$ cat src/rtl/kernel_pkg.sv
// Shared constants and the loader/store state type for the kernel coefficient path.
package kernel_pkg;

    localparam int KER_SIZE = 3;
    localparam int DATA_W   = 8;
    localparam int N_COEF   = KER_SIZE * KER_SIZE;

    typedef enum logic {
        IDLE = 1'b0,
        LOAD = 1'b1
    } kl_state_t;

endpackage

$ cat src/rtl/kernel_bank.sv
// N_COEF x DATA_W coefficient register array with one indexed write port,
// a whole-bank parallel load and a flat read bus.
module kernel_bank #(
    parameter int N_COEF = 9,
    parameter int DATA_W = 8,
    parameter int IDX_W  = 4
) (
    input  logic                       clk_i,
    input  logic                       rst_i,
    input  logic                       we_i,
    input  logic [IDX_W-1:0]           widx_i,
    input  logic [DATA_W-1:0]          wdata_i,
    input  logic                       ld_en_i,
    input  logic [N_COEF*DATA_W-1:0]   ld_data_i,
    output logic [N_COEF*DATA_W-1:0]   rd_flat_o
);

    logic [DATA_W-1:0] mem_q [N_COEF];

    // Parallel load wins over the single-coefficient write.
    always_ff @(posedge clk_i or posedge rst_i) begin
        if (rst_i) begin
            for (int i = 0; i < N_COEF; i++) begin
                mem_q[i] <= '0;
            end
        end else begin
            for (int i = 0; i < N_COEF; i++) begin
                if (ld_en_i) begin
                    mem_q[i] <= ld_data_i[i*DATA_W +: DATA_W];
                end else if (we_i && (widx_i == IDX_W'(i))) begin
                    mem_q[i] <= wdata_i;
                end
            end
        end
    end

    always_comb begin
        rd_flat_o = '0;
        for (int i = 0; i < N_COEF; i++) begin
            rd_flat_o[i*DATA_W +: DATA_W] = mem_q[i];
        end
    end

endmodule

$ cat src/rtl/kernel_loader.sv
// Streams signed coefficients into a KER_SIZE x KER_SIZE bank with framing checks.
// Define KERNEL_LOADER_DBUF_EN to double-buffer the bank (shadow load, atomic commit).
module kernel_loader #(
    parameter int KER_SIZE = kernel_pkg::KER_SIZE,
    parameter int DATA_W   = kernel_pkg::DATA_W
) (
    input  logic                                clk,
    input  logic                                rst,
    input  logic                                load_start,
    input  logic                                s_valid,
    input  logic signed [DATA_W-1:0]            s_data,
    input  logic                                s_last,
    output logic                                s_ready,
    output logic [KER_SIZE*KER_SIZE*DATA_W-1:0] kernel_flat,
    output logic                                kernel_valid,
    output logic                                load_done,
    output logic                                load_err
);

    import kernel_pkg::*;

    localparam int NC       = KER_SIZE * KER_SIZE;
    localparam int IDX_W    = (NC > 1) ? $clog2(NC) : 1;
    localparam int FLAT_W   = NC * DATA_W;
    localparam logic [IDX_W-1:0] LAST_IDX = IDX_W'(NC - 1);

    kl_state_t        state_q, state_d;
    logic [IDX_W-1:0] idx_q, idx_d;
    logic             done_q, done_d;
    logic             err_q, err_d;
    logic             kv_q, kv_d;

    logic beat_ok;
    logic at_last;
    logic commit;
    logic frame_err;

    // A restart in the same cycle swallows the beat.
    assign beat_ok   = s_valid && (state_q == LOAD) && !load_start;
    assign at_last   = (idx_q == LAST_IDX);
    assign commit    = beat_ok && at_last && s_last;
    assign frame_err = beat_ok && (at_last ^ s_last);

    always_ff @(posedge clk or posedge rst) begin
        if (rst) begin
            state_q <= IDLE;
            idx_q   <= '0;
            done_q  <= 1'b0;
            err_q   <= 1'b0;
            kv_q    <= 1'b0;
        end else begin
            state_q <= state_d;
            idx_q   <= idx_d;
            done_q  <= done_d;
            err_q   <= err_d;
            kv_q    <= kv_d;
        end
    end

    always_comb begin
        state_d = state_q;
        idx_d   = idx_q;
        done_d  = 1'b0;
        err_d   = err_q;
        kv_d    = kv_q;
        if (load_start) begin
            state_d = LOAD;
            idx_d   = '0;
            err_d   = 1'b0;
`ifndef KERNEL_LOADER_DBUF_EN
            kv_d    = 1'b0;
`endif
        end else if (beat_ok) begin
            if (commit) begin
                state_d = IDLE;
                idx_d   = '0;
                done_d  = 1'b1;
                kv_d    = 1'b1;
            end else if (frame_err) begin
                state_d = IDLE;
                idx_d   = '0;
                err_d   = 1'b1;
            end else begin
                idx_d   = idx_q + IDX_W'(1);
            end
        end
    end

`ifdef KERNEL_LOADER_DBUF_EN
    logic [FLAT_W-1:0] shadow_flat;
    logic [FLAT_W-1:0] commit_data;

    kernel_bank #(
        .N_COEF (NC),
        .DATA_W (DATA_W),
        .IDX_W  (IDX_W)
    ) u_shadow (
        .clk_i     (clk),
        .rst_i     (rst),
        .we_i      (beat_ok),
        .widx_i    (idx_q),
        .wdata_i   (s_data),
        .ld_en_i   (1'b0),
        .ld_data_i ('0),
        .rd_flat_o (shadow_flat)
    );

    // The final beat lands in the shadow on the same edge as the copy, so merge it here.
    always_comb begin
        commit_data = shadow_flat;
        commit_data[(NC-1)*DATA_W +: DATA_W] = s_data;
    end

    kernel_bank #(
        .N_COEF (NC),
        .DATA_W (DATA_W),
        .IDX_W  (IDX_W)
    ) u_active (
        .clk_i     (clk),
        .rst_i     (rst),
        .we_i      (1'b0),
        .widx_i    ('0),
        .wdata_i   ('0),
        .ld_en_i   (commit),
        .ld_data_i (commit_data),
        .rd_flat_o (kernel_flat)
    );
`else
    kernel_bank #(
        .N_COEF (NC),
        .DATA_W (DATA_W),
        .IDX_W  (IDX_W)
    ) u_active (
        .clk_i     (clk),
        .rst_i     (rst),
        .we_i      (beat_ok),
        .widx_i    (idx_q),
        .wdata_i   (s_data),
        .ld_en_i   (1'b0),
        .ld_data_i ('0),
        .rd_flat_o (kernel_flat)
    );
`endif

    assign s_ready      = (state_q == LOAD);
    assign kernel_valid = kv_q;
    assign load_done    = done_q;
    assign load_err     = err_q;

endmodule

$ cat config.mk
export PLATFORM = sky130hd
export DESIGN_NAME = kernel_loader
export DESIGN_NICKNAME = d
export VERILOG_FILES = /design/src/rtl/kernel_pkg.sv /design/src/rtl/kernel_bank.sv /design/src/rtl/kernel_loader.sv
export SDC_FILE = /design/constraint.sdc
export NUM_CORES = 1
export LEC_CHECK = 0
export BUFFER_PORTS_ARGS = -buffer_cell sky130_fd_sc_hd__buf_2
export CORE_UTILIZATION = 52
export DETAILED_ROUTE_END_ITERATION = 10
export PLACE_DENSITY = 0.79
export SKIP_CTS_REPAIR_TIMING = 1
export SLEW_MARGIN = 20
export SYNTH_ARGS = -nofsm -noshare
export SYNTH_HDL_FRONTEND = slang
export SYNTH_SLANG_ARGS = --single-unit
$ cat constraint.sdc
create_clock -name clk -period 3.41 [get_ports clk]
set_clock_uncertainty 0.15 [all_clocks]
set_input_delay 0.682 -clock clk [delete_from_list [all_inputs] [get_ports clk]]
set_output_delay 0.682 -clock clk [all_outputs]
set_load 0.02 [all_outputs]
-- After elaboration in Yosys (flattened, before gate mapping)
Index checks and enable logic that the tools add are counted.
- logic and storage cells: 65
- register bits after elaboration: 80
- memories: 0
- bits of input ports: 13
- bits in read-only memories: 0
- latch bits: 0
- bits in writable memories: 0
- output and inout bits: 76
- order comparisons: 0
- add/sub/neg operators: 1
- shift-type cells: 0
- muxes and demuxes: 18
- multipliers: 0
- div/mod/pow operators: 0
- bitwise gates (word level): 1
- eq/ne operators: 9
- reduce and logical (&&, ||, !) cells: 22
- operators with widths (cell ; number):
    $eq 4x3->1 const B ; 4
    $mux 4 ; 4
    $mux 1 ; 14
    $logic_and 1x1->1 ; 13
    $eq 4x2->1 const B ; 2
    $reduce_bool 2->1 ; 3
    $add 4x1->4 const B ; 1
    $eq 4x1->1 const B ; 1
    $eq 4x4->1 const B ; 1
    $logic_not 4->1 ; 1
    $reduce_and 2->1 ; 2
    $reduce_and 3->1 ; 1
    $reduce_bool 3->1 ; 1
    $ne 2x2->1 const B ; 1
    $logic_not 1->1 ; 1
    $xor 1x1->1 ; 1

-- Depth between registers and ports, before layout
Gate-level depths: netlist (run 1).
- word-level depth: 7
- gate-level depth with buffers: 5
- depth with buffers taken out: 5

-- Modules after synthesis
Synthesis (run 1) repeated with hierarchy kept, for this count alone.
- cells, all modules: 470
- area total of the unflattened synthesis: 4311.6 µm²
- by module, submodules not included (module ; sequential area each (µm²) ; cells an instance ; instances ; area each (µm²)):
    kernel_bank ; 1801.7 ; 426 ; 1 ; 3877.5
    kernel_loader ; 200.2 ; 44 ; 1 ; 434.2

-- Worst setup path after synthesis (run 1)
OpenSTA, ideal clock, no wires.
- path type: input -> register
- start point: input port load_start
- end point: register u_active.mem_q (netlist bit u_active.rd_flat_o[0])
- library setup time: 0.125 ns
- setup slack: 1.401 ns
- cell stages on the path: 5
- path buffers: 2
- data required time: 3.135 ns
- arrival: 1.734 ns
- cells stage by stage: buf_6 > nor4bb_1 > buf_4 > nand3b_4 > mux2_4
- cells in the longest elaborated chain, start to end: 3
- ends and longest elaborated chain (element ; RTL line ; text):
    start, declared ; kernel_loader.sv:9 ; input logic load_start,
    $logic_not 1->1 ; kernel_loader.sv:39 ; assign beat_ok = s_valid && (state_q == LOAD) && !load_start;
    $logic_and 1x1->1 ; kernel_loader.sv:39 ;
    $logic_and 1x1->1 ; kernel_bank.sv:30 ; end else if (we_i && (widx_i == IDX_W'(i))) begin
    end signal, assigned by index ; kernel_bank.sv:29 ; mem_q[i] <= ld_data_i[i*DATA_W +: DATA_W];
    end signal, assigned by index ; kernel_bank.sv:31 ; mem_q[i] <= wdata_i;
    end, declared ; kernel_bank.sv:18 ; logic [DATA_W-1:0] mem_q [N_COEF];
No other way between the ends.
A chain may end at the register's enable or synchronous reset.

-- Worst setup path after layout (run 1)
- start point: register idx_q[0]
- end point: register u_active.mem_q (netlist bit u_active.rd_flat_o[65])
- cells in the longest elaborated chain, start to end: 2
- ends and longest elaborated chain (element ; RTL line ; text):
    start, declared ; kernel_loader.sv:28 ; logic [IDX_W-1:0] idx_q, idx_d;
    start signal, assigned ; kernel_loader.sv:53 ; idx_q <= idx_d;
    $eq 4x4->1 ; kernel_bank.sv:30 ;
    $logic_and 1x1->1 ; kernel_bank.sv:30 ;
No other way between the ends.

==> results.md, run 1 <==
* Relative slew margins at 0.654
* Crit path launch: idx_q[0]
* CP Buf/Inv Count at 1
* R2R cell count at 5
* Antenna violations before repair at 0
* Post-Synthesis Cells at 207
* Yosys reg bits at 80
* Die W at 82.3 um
* Hold Vio Cnt, Final at 0
* Final min period at 2.13 ns
* CP cell instances: inv_1 -> ha_1 -> nand3b_4 -> nor3_4 -> mux2_2
* Setup tns final at 0 ns
* Share of cells above drive strength 1 at 0.588
* Post-DR wirelength/cell at between 15 and 20 um
* Slew @ Worst Pin at 0.517 ns
* Power Density at 511 nW/um2
* Die area at 6780 um2
* Mean Syn Cell Area at between 15 and 20 um2
* Placement Rows at 28
* Status: finished clean
* IO Count at 89
* WL met3 at ~250 um
* Drt first pass iters at 4
* Highest metal used: met4
* R2R Path Start: idx_q[0]
* Pleak at between 2 and 2.5 nW
* Clock transition at path regs at about 0.09 ns
* Port Buffers at 88
* Maximum VDD drop at 0.296 mV
* Fin nets at 320
* Post-synth top flop: dfrtp_1
* Critical path fanouts, max at 8
* Fin. max-slew vios at 0
* Synth async-reset ratio at 1.00
* Later-pin clock latency in the skew report at 0.35 ns
* Synthesis Warnings at 0
* Layout fillers at 452
* Count leader, synth: dfrtp_1
* Top cell type by total area after synthesis: dfrtp_1
* Sequential area share after synthesis at 0.596
* Vert. Die Dim at 82.3 um
* Number of flops mapped to enable cells by yosys at 0
* Metal2 WL at 3.07 mm
* Worst EP required at ~3.5 ns
* Synth-to-layout area growth at 22.2%
* Antenna Nets Post-Route at 0
* Routability Congestion at 0.786
* Vias per inst at 5.22
* Worst setup path class: reg2reg
* RSZ-0062 raised after global routing: no
* Post-Syn Area at 3360 um2
* Distinct cells, synth at 32
* Slowest CP cell: dfrtp_1
* DR vias at roughly 2000
* Synth top area cells: dfrtp_1 (60%), mux2_4 (14%), mux2_2 (12%), nand3b_4 (1.8%), mux2_1 (1.7%)
* Number of global-route vias before repair at 1960
* Max Cap Violations at 0
* PnR Total Power at 2.10 mW
* FF-to-FF End: u_active.rd_flat_o[65]
* Final Cycle Share at 0.624
* H-tree depth at 3
* Post-synth top cells: dfrtp_1 (80), mux2_2 (35), mux2_4 (32)
* Worst EP arrival at 2.22 ns
* Reg2Reg Setup Slack at 1.28 ns
* Fmax at 470 MHz
* Syn nets at between 200 and 250
* Worst hold path class: in2async
* First-pass GRT wire length at 10.3 mm
* GRT Total Usage at 0.213
* Final wirelength at 6.56 mm
* Total CTS buffers at 9
* Synth top area share at 0.596
* Clock sink count at 80
* Clk root buf: clkbuf_8
* Final-report setup violation count at 0
* Critical path launch point type: register
* Crit. End Element: register
* CTS tree: built
* Ant diodes at 0
* Grt ovf at 0
* DR DRC count at 0
* Met1 wire length at 3.14 mm
* Delay-heaviest family, CP: simple AND/OR/NAND/NOR gates
* Starting DRC count in detailed routing at 78
* WHS at between 0.1 and 0.15 ns
* Placeable Area at 6060 um2
* Starting Density at 0.554
* Pin count of the biggest net entering global routing at 34
* Max incr delay on CP at between 0.4 and 0.5 ns
* Clock Path Buffers at 2
* Post-DP HPWL at between 4 and 5 mm
==> placed cells by master (no fill, tap or decap), drive strengths merged, types with 2 or more instances in the layout <==
master,instances
buf,91
dfrtp,80
mux2,72
clkbuf,10
inv,6
nand2,5
nand3,5
ha,4
nand3b,3
a21oi,3
nand4,3
nor2,2
and4,2
o21ai,2
clkinvlp,2
bufinv,2
clkinv,2
==> power breakdown <==
group          switching, mW  internal [mW]  total (mW)
combinational          0.173          0.118       0.291
sequential            0.0331           1.01        1.04
clock                  0.346          0.416       0.762
==> metrics by stage <==
stage	instances	utilization	setup WS, ns	area (um2)
2_1_floorplan	207	-	0.526	3360
6_report	383	0.677	1.28	4100
3_3_place_gp	367	0.641	1.23	3880
5_1_grt	383	0.677	1.19	4100
3_5_place_dp	367	0.641	1.16	3880
4_1_cts	383	0.677	1.27	4100
==> metal layers <==
| layer | vias to the layer above | GRT usage |
|---|---|---|
| met4 | 0 | 0.112 |
| li1 | 926 | - |
| met3 | 9 | 0.0418 |
| met5 | - | 0 |
| met2 | 57 | 0.313 |
| met1 | 1007 | 0.297 |
==> cells by family (layout without fill, tap and decap cells) <==
group                    count (synthesis)  after routing  share of synthesized area
flip-flops                              80             80                      0.596
multiplexers                            72             72                      0.277
AND/OR/NAND/NOR                         29             29                     0.0746
buffers and inverters                   12            113                     0.0183
AO/OA/AOI/OAI                            9              9                     0.0160
adder cells (fa/ha/maj)                  4              4                     0.0149
XOR/XNOR                                 1              1                    0.00261
==> final cells by class <==
class	instances	area, um2	area share
Clock inverter	6	92.6	0.0226
Clock buffer	10	128	0.0311
Inverter	6	23.8	0.00579
Tap cell	75	93.8	0.0229
Multi-Input combinational cell	115	1300	0.317
Sequential cell	80	2000	0.488
Timing Repair Buffer	91	463	0.113
==> worst max-delay path by stage <==
stage	to	slack, ns	depth (start not counted)
6_report	u_active.rd_flat_o[65]	1.28	5
3_5_place_dp	u_active.rd_flat_o[22]	1.16	4
4_1_cts	u_active.rd_flat_o[67]	1.27	5
2_1_floorplan	idx_q[0]	0.53	1
5_1_grt	u_active.rd_flat_o[71]	1.19	5
3_3_place_gp	u_active.rd_flat_o[15]	1.23	4
==> state kept, by name, indices dropped and copies added (netlist names) <==
| name | cells |
|---|---|
| idx_q | 4 |
| kernel_valid | 1 |
| load_done | 1 |
| load_err | 1 |
| s_ready | 1 |
| u_active.rd_flat_o | 72 |
Note: power is estimated with default switching activity, not from simulation.
==> run 2: changes to the inputs <==
- clock period: 3.41 -> 2.1 ns (I/O delays scaled with it)
==> results.md, run 2 (synthesis results as in run 1) <==
* Status: finished clean (unchanged)
* Fin. max-slew vios at 0 (unchanged)
* WHS at 0.0190 ns (was 0.106 ns)
* FF-to-FF End: u_active.rd_flat_o[71] (was u_active.rd_flat_o[65])
* M2 GR Usage at 0.329 (was 0.313)
* DP Worst Slack at 0.116 ns (was 1.16 ns)
* Antenna violations before repair at 0 (unchanged)
* Setup tns final at 0 ns (unchanged)
* Worst EP required at 2.18 ns (was 3.50 ns)
* Critical path fanouts, max at 8 (unchanged)
* Slew @ Worst Pin at 0.604 ns (was 0.517 ns)
* Slowest CP cell: dfrtp_1 (unchanged)
* Most common cell after layout, fill and taps aside: buf_2 (unchanged)
* Pleak at 2.37 nW (was 2.35 nW)
* Number of global-route vias before repair at 2006 (was 1960)
* Most frequent cells in the layout: buf_2 (88), dfrtp_1 (80), mux2_2 (35) (unchanged)
* Layout fillers at 433 (was 452)
* IO Count at 89 (unchanged)
* Final min period at 1.95 ns (was 2.13 ns)
* Sw Pwr at 0.913 mW (was 0.553 mW)
* Synth-to-layout area growth at 23.4% (was 22.2%)
* Final-report setup violation count at 0 (unchanged)
* Worst setup path class: reg2reg (unchanged)
* Critical path launch point type: register (unchanged)
* Ant diodes at 0 (unchanged)
* Switching share of power at 0.271 (was 0.263)
* Die W at 82.3 um (unchanged)
* Crit. End Element: register (unchanged)
* Max Cap Violations at 0 (unchanged)
* Fin nets at 326 (was 320)
* Relative slew margins at 0.598 (was 0.654)
* Die area at 6780 um2 (unchanged)
* Vert. Die Dim at 82.3 um (unchanged)
* Worst hold path class: in2async (unchanged)
* Clock sink count at 80 (unchanged)
* Final wirelength at 6.67 mm (was 6.56 mm)
* Fmax at 512 MHz (was 470 MHz)
* Sequential standard cell area at 2000 um2 (unchanged)
* CP cell instances: inv_1 -> ha_1 -> nand3b_4 -> nor3_4 -> mux2_2 (unchanged)
* First-pass GRT wire length at 10.3 mm (about the same)
* Maximum VDD drop at 0.543 mV (was 0.296 mV)
* Grt ovf at 0 (unchanged)
* Power Density at 814 nW/um2 (was 511 nW/um2)
* GR Layer Usage met1 at 0.284 (was 0.297)
* Clock power frac at 0.355 (was 0.363)
* R2R Path Start: idx_q[0] (unchanged)
* CP Buf/Inv Count at 1 (unchanged)
* Slack of the critical path at 0.147 ns (was 1.28 ns)
* Multi-input gate area at 1300 um2 (unchanged)
* Starting Density at 0.554 (unchanged)
* Post-DR wirelength/cell at 17.2 um (was 17.1 um)
* Later-pin clock latency in the skew report at 0.34 ns (was 0.35 ns)
* Placement Rows at 28 (unchanged)
* Final Cycle Share at 0.930 (was 0.624)
* CTS tree: built (unchanged)
* Total CTS buffers at 9 (unchanged)
* DR vias at 2040 (was 1999)
* RSZ-0062 raised after global routing: no (unchanged)
* Comb power frac at 0.140 (was 0.139)
* Worst EP arrival at 2.04 ns (was 2.22 ns)
* Hold Vio Cnt, Final at 0 (unchanged)
* Crit. path cell count at 5 (unchanged)
* Clock transition at path regs at 0.08 ns (was 0.09 ns)
* Max reg flops at 72 (unchanged)
* Share of cells above drive strength 1 at 0.599 (was 0.588)
* Drt first pass iters at 4 (unchanged)
* Pin count of the biggest net entering global routing at 50 (was 34)
* Placeable Area at 6060 um2 (unchanged)
* GRT busiest layer: met2 (unchanged)
* R2R cell count at 5 (unchanged)
* Port Buffers at 88 (unchanged)
* Clk root buf: clkbuf_8 (unchanged)
* Antenna Nets Post-Route at 0 (unchanged)
* Sequential share of power at 0.505 (was 0.498)
* Vias per inst at 5.24 (was 5.22)
* H-tree depth at 3 (unchanged)
* DR DRC count at 0 (unchanged)
* Routability Congestion at 0.896 (was 0.786)
* Max incr delay on CP at 0.42 ns (was 0.44 ns)
* GRT Total Usage at 0.211 (was 0.213)
* Post-DP HPWL at 4.83 mm (was 4.64 mm)
* GRT met3 Usage at 0.0451 (was 0.0418)
* Internal at 2.46 mW (was 1.55 mW)
* Reg2Reg Setup Slack at 0.15 ns (was 1.28 ns)
* Clock Path Buffers at 2 (unchanged)
* Starting DRC count in detailed routing at 80 (was 78)
* Delay-heaviest family, CP: simple AND/OR/NAND/NOR gates (unchanged)
-- run 2: cell types whose count changed in the layout (fill, tap and decap cells not counted), sizes merged --
cell | before | now
buf | 91 | 97
bufinv | 2 | 1
clkbuf | 10 | 11
clkinv | 2 | 0
clkinvlp | 2 | 3
inv | 6 | 7
-- run 2: layout make-up --
type,instances,area share
inverter,6,0.00634
tap,75,0.0226
timing repair buffer,97,0.123
clock buffer,11,0.0365
multi-input combinational,115,0.314
clock inverter,5,0.0151
sequential,80,0.483
-- run 2: through the flow --
step / util / power [mW] / cell area, um2 / cells
after global routing: 0.684 / 3.51 / 4140 / 389
after detailed placement: 0.648 / 2.22 / 3930 / 373
after CTS: 0.684 / 3.40 / 4140 / 389
after floorplan: - / 2.03 / 3360 / 207
after global placement: 0.648 / 2.20 / 3930 / 373
final: 0.684 / 3.37 / 4140 / 389
-- run 2: power by group through the flow --
stage,sequential (mW),combinational [mW],clock (mW)
3_5_place_dp,1.74,0.480,0
2_1_floorplan,1.85,0.175,0
5_1_grt,1.72,0.514,1.28
3_3_place_gp,1.73,0.472,0
4_1_cts,1.70,0.481,1.22
6_report,1.70,0.474,1.20
-- run 2: worst max path at each step --
| stage | startpoint | to | slack [ns] |
|---|---|---|---|
| final | idx_q[0] | u_active.rd_flat_o[71] | 0.15 |
| after floorplan | idx_q[0] | u_active.rd_flat_o[65] | 0.21 |
| after global routing | idx_q[0] | u_active.rd_flat_o[65] | 0.05 |
| after CTS | idx_q[0] | u_active.rd_flat_o[71] | 0.14 |
| after detailed placement | load_start | u_active.rd_flat_o[51] | 0.12 |
| after global placement | load_start | u_active.rd_flat_o[52] | 0.17 |
-- run 2: layer usage --
| layer | wire length [um] | vias up |
|---|---|---|
| li1 | - | 942 |
| met1 | 3120 | 1037 |
| met2 | 3200 | 55 |
| met3 | 267 | 6 |
| met4 | 80 | 0 |
| met5 | 0 | - |
-- run 2: worst reg2reg max path, cell delays in order, from the launching register on --
cell	delay, ns
dfrtp_1	0.42
inv_1	0.12
ha_1	0.24
nand3b_4	0.16
nor3_4	0.36
mux2_2	0.39
==> run 3: changes to the inputs <==
- PLACE_DENSITY: 0.79 -> not set
- PLACE_DENSITY_LB_ADDON: not set -> 0.1
==> results.md, run 3 (synthesis results as in run 1) <==
* Status: finished clean (unchanged)
* Synth-to-layout area growth at 25.0% (was 23.4%)
* Placeable Area at 6060 um2 (unchanged)
* Worst setup path class: reg2reg (unchanged)
* Clock Path Buffers at 2 (unchanged)
* Final Cycle Share at 0.934 (was 0.930)
* Ant diodes at 0 (unchanged)
* Number of global-route vias before repair at 2032 (was 2006)
* Power Density at 847 nW/um2 (was 814 nW/um2)
* Dpl cells at 373 (unchanged)
* Layout fillers at 448 (was 433)
* Maximum VDD drop at 0.632 mV (was 0.543 mV)
* Setup tns final at 0 ns (unchanged)
* Hold EP: idx_q[2]
* Port Buffers at 88 (unchanged)
* Antenna violations before repair at 0 (unchanged)
* Total CTS buffers at 9 (unchanged)
* Critical path launch point type: register (unchanged)
* Vert. Die Dim at 82.3 um (unchanged)
* Critical path fanouts, max at 8 (unchanged)
* Reg2Reg Setup Slack at 0.14 ns (was 0.15 ns)
* Post-DR wirelength/cell at 17.4 um (was 17.2 um)
* Max Cap Violations at 0 (unchanged)
* R2R Path Start: idx_q[0] (unchanged)
* Hold Vio Cnt, Final at 0 (unchanged)
* Most frequent cells in the layout: buf_2 (88), dfrtp_1 (80), mux2_2 (35) (unchanged)
* Final wirelength at 6.78 mm (was 6.67 mm)
* DR vias at 2062 (was 2040)
* Share of cells above drive strength 1 at 0.594 (was 0.599)
* Final min period at 1.96 ns (was 1.95 ns)
* Clk root buf: clkbuf_8 (unchanged)
* Worst EP arrival at 2.05 ns (was 2.04 ns)
* Die W at 82.3 um (unchanged)
* Clock transition at path regs at 0.08 ns (about the same)
* Starting Density at 0.554 (unchanged)
* Hold wc startpoint: load_start
* IO Count at 89 (unchanged)
* Post-DP HPWL at 4.82 mm (was 4.83 mm)
* R2R cell count at 5 (unchanged)
* Final-report setup violation count at 0 (unchanged)
* Pin count of the biggest net entering global routing at 56 (was 50)
* Max incr delay on CP at 0.43 ns (was 0.42 ns)
* Sequential standard cell area at 2000 um2 (unchanged)
* H-tree depth at 3 (unchanged)
* Die area at 6780 um2 (unchanged)
* Multi-input gate area at 1300 um2 (unchanged)
* Routability Congestion at 0.765 (was 0.896)
* Slowest CP cell: dfrtp_1 (unchanged)
* GRT Total Usage at 0.223 (was 0.211)
* Fmax at 510 MHz (was 512 MHz)
* Fin nets at 327 (was 326)
* Vias per inst at 5.29 (was 5.24)
* Worst hold path class: in2reg (was in2async)
* Starting DRC count in detailed routing at 71 (was 80)
* Most common cell after layout, fill and taps aside: buf_2 (unchanged)
* Clock sink count at 80 (unchanged)
* Worst EP required at 2.19 ns (was 2.18 ns)
* Hold path depth at 2
* Fin. max-slew vios at 0 (unchanged)
* Pleak at 2.40 nW (was 2.37 nW)
* Slew @ Worst Pin at 0.458 ns (was 0.604 ns)
* Dpl cell area at 3940 um2 (was 3930 um2)
* FF-to-FF End: u_active.rd_flat_o[67] (was u_active.rd_flat_o[71])
* Max reg flops at 72 (unchanged)
* DR DRC count at 0 (unchanged)
* Final Util at 0.692 (was 0.684)
* Placement Rows at 28 (unchanged)
* Relative slew margins at 0.694 (was 0.598)
* First-pass GRT wire length at 10.7 mm (was 10.3 mm)
* Grt ovf at 0 (unchanged)
* Fin cells at 390 (was 389)
* Fin area at 4200 um2 (was 4140 um2)
* CTS tree: built (unchanged)
* CP cell instances: inv_1 -> ha_1 -> nand3b_4 -> nor3_4 -> mux2_2 (unchanged)
* PnR Total Power at 3.56 mW (was 3.37 mW)
* Antenna Nets Post-Route at 0 (unchanged)
* Later-pin clock latency in the skew report at 0.35 ns (was 0.34 ns)
* RSZ-0062 raised after global routing: no (unchanged)
* Drt first pass iters at 4 (unchanged)
* Crit. End Element: register (unchanged)
[run 3: worst max path at each step]
stage / start / to / slack [ns]
6_report: idx_q[0] / u_active.rd_flat_o[67] / 0.14
5_1_grt: idx_q[0] / u_active.rd_flat_o[67] / 0.009
4_1_cts: idx_q[0] / u_active.rd_flat_o[68] / 0.11
3_5_place_dp: idx_q[0] / u_active.rd_flat_o[67] / 0.12
2_1_floorplan: idx_q[0] / u_active.rd_flat_o[65] / 0.21
3_3_place_gp: idx_q[0] / u_active.rd_flat_o[71] / 0.19
[run 3: worst max-delay path: cells and delay by family (launching register included)]
family / cells / cell delay [ns]
and+or+nand+nor: 2 / 0.54
adders and majority gates: 1 / 0.22
muxes: 1 / 0.39
DFF: 1 / 0.43
buffers and inverters: 1 / 0.11
[run 3: final cells by class]
cell class / count / share of cell area
clock inverter: 6 / 0.0274
clock buffer: 10 / 0.0304
tap: 75 / 0.0224
timing repair buffer: 98 / 0.126
sequential: 80 / 0.477
inverter: 6 / 0.00626
multi-input combinational: 115 / 0.310
[run 3: layer usage]
metal | global-route usage | vias up | wire length (um)
met4 | 0.0684 | 0 | 62
met5 | 0 | - | 0
met2 | 0.327 | 61 | 3130
met3 | 0.0934 | 6 | 442
li1 | - | 941 | -
met1 | 0.300 | 1054 | 3150
[run 3: report_power, final]
part,internal [mW],switching (mW),leakage [nW]
Sequential,1.64,0.0613,1.08
Combinational,0.200,0.283,1.20
Clock,0.799,0.570,0.117
Total,2.64,0.914,2.40
[run 3: through the flow]
step                      hold slack [ns]  worst slack (ns)
after floorplan                     0.405             0.213
after global placement              0.309             0.193
after detailed placement            0.321             0.125
after CTS                        -0.00579             0.111
after global routing                0.161           0.00922
final                               0.158             0.138
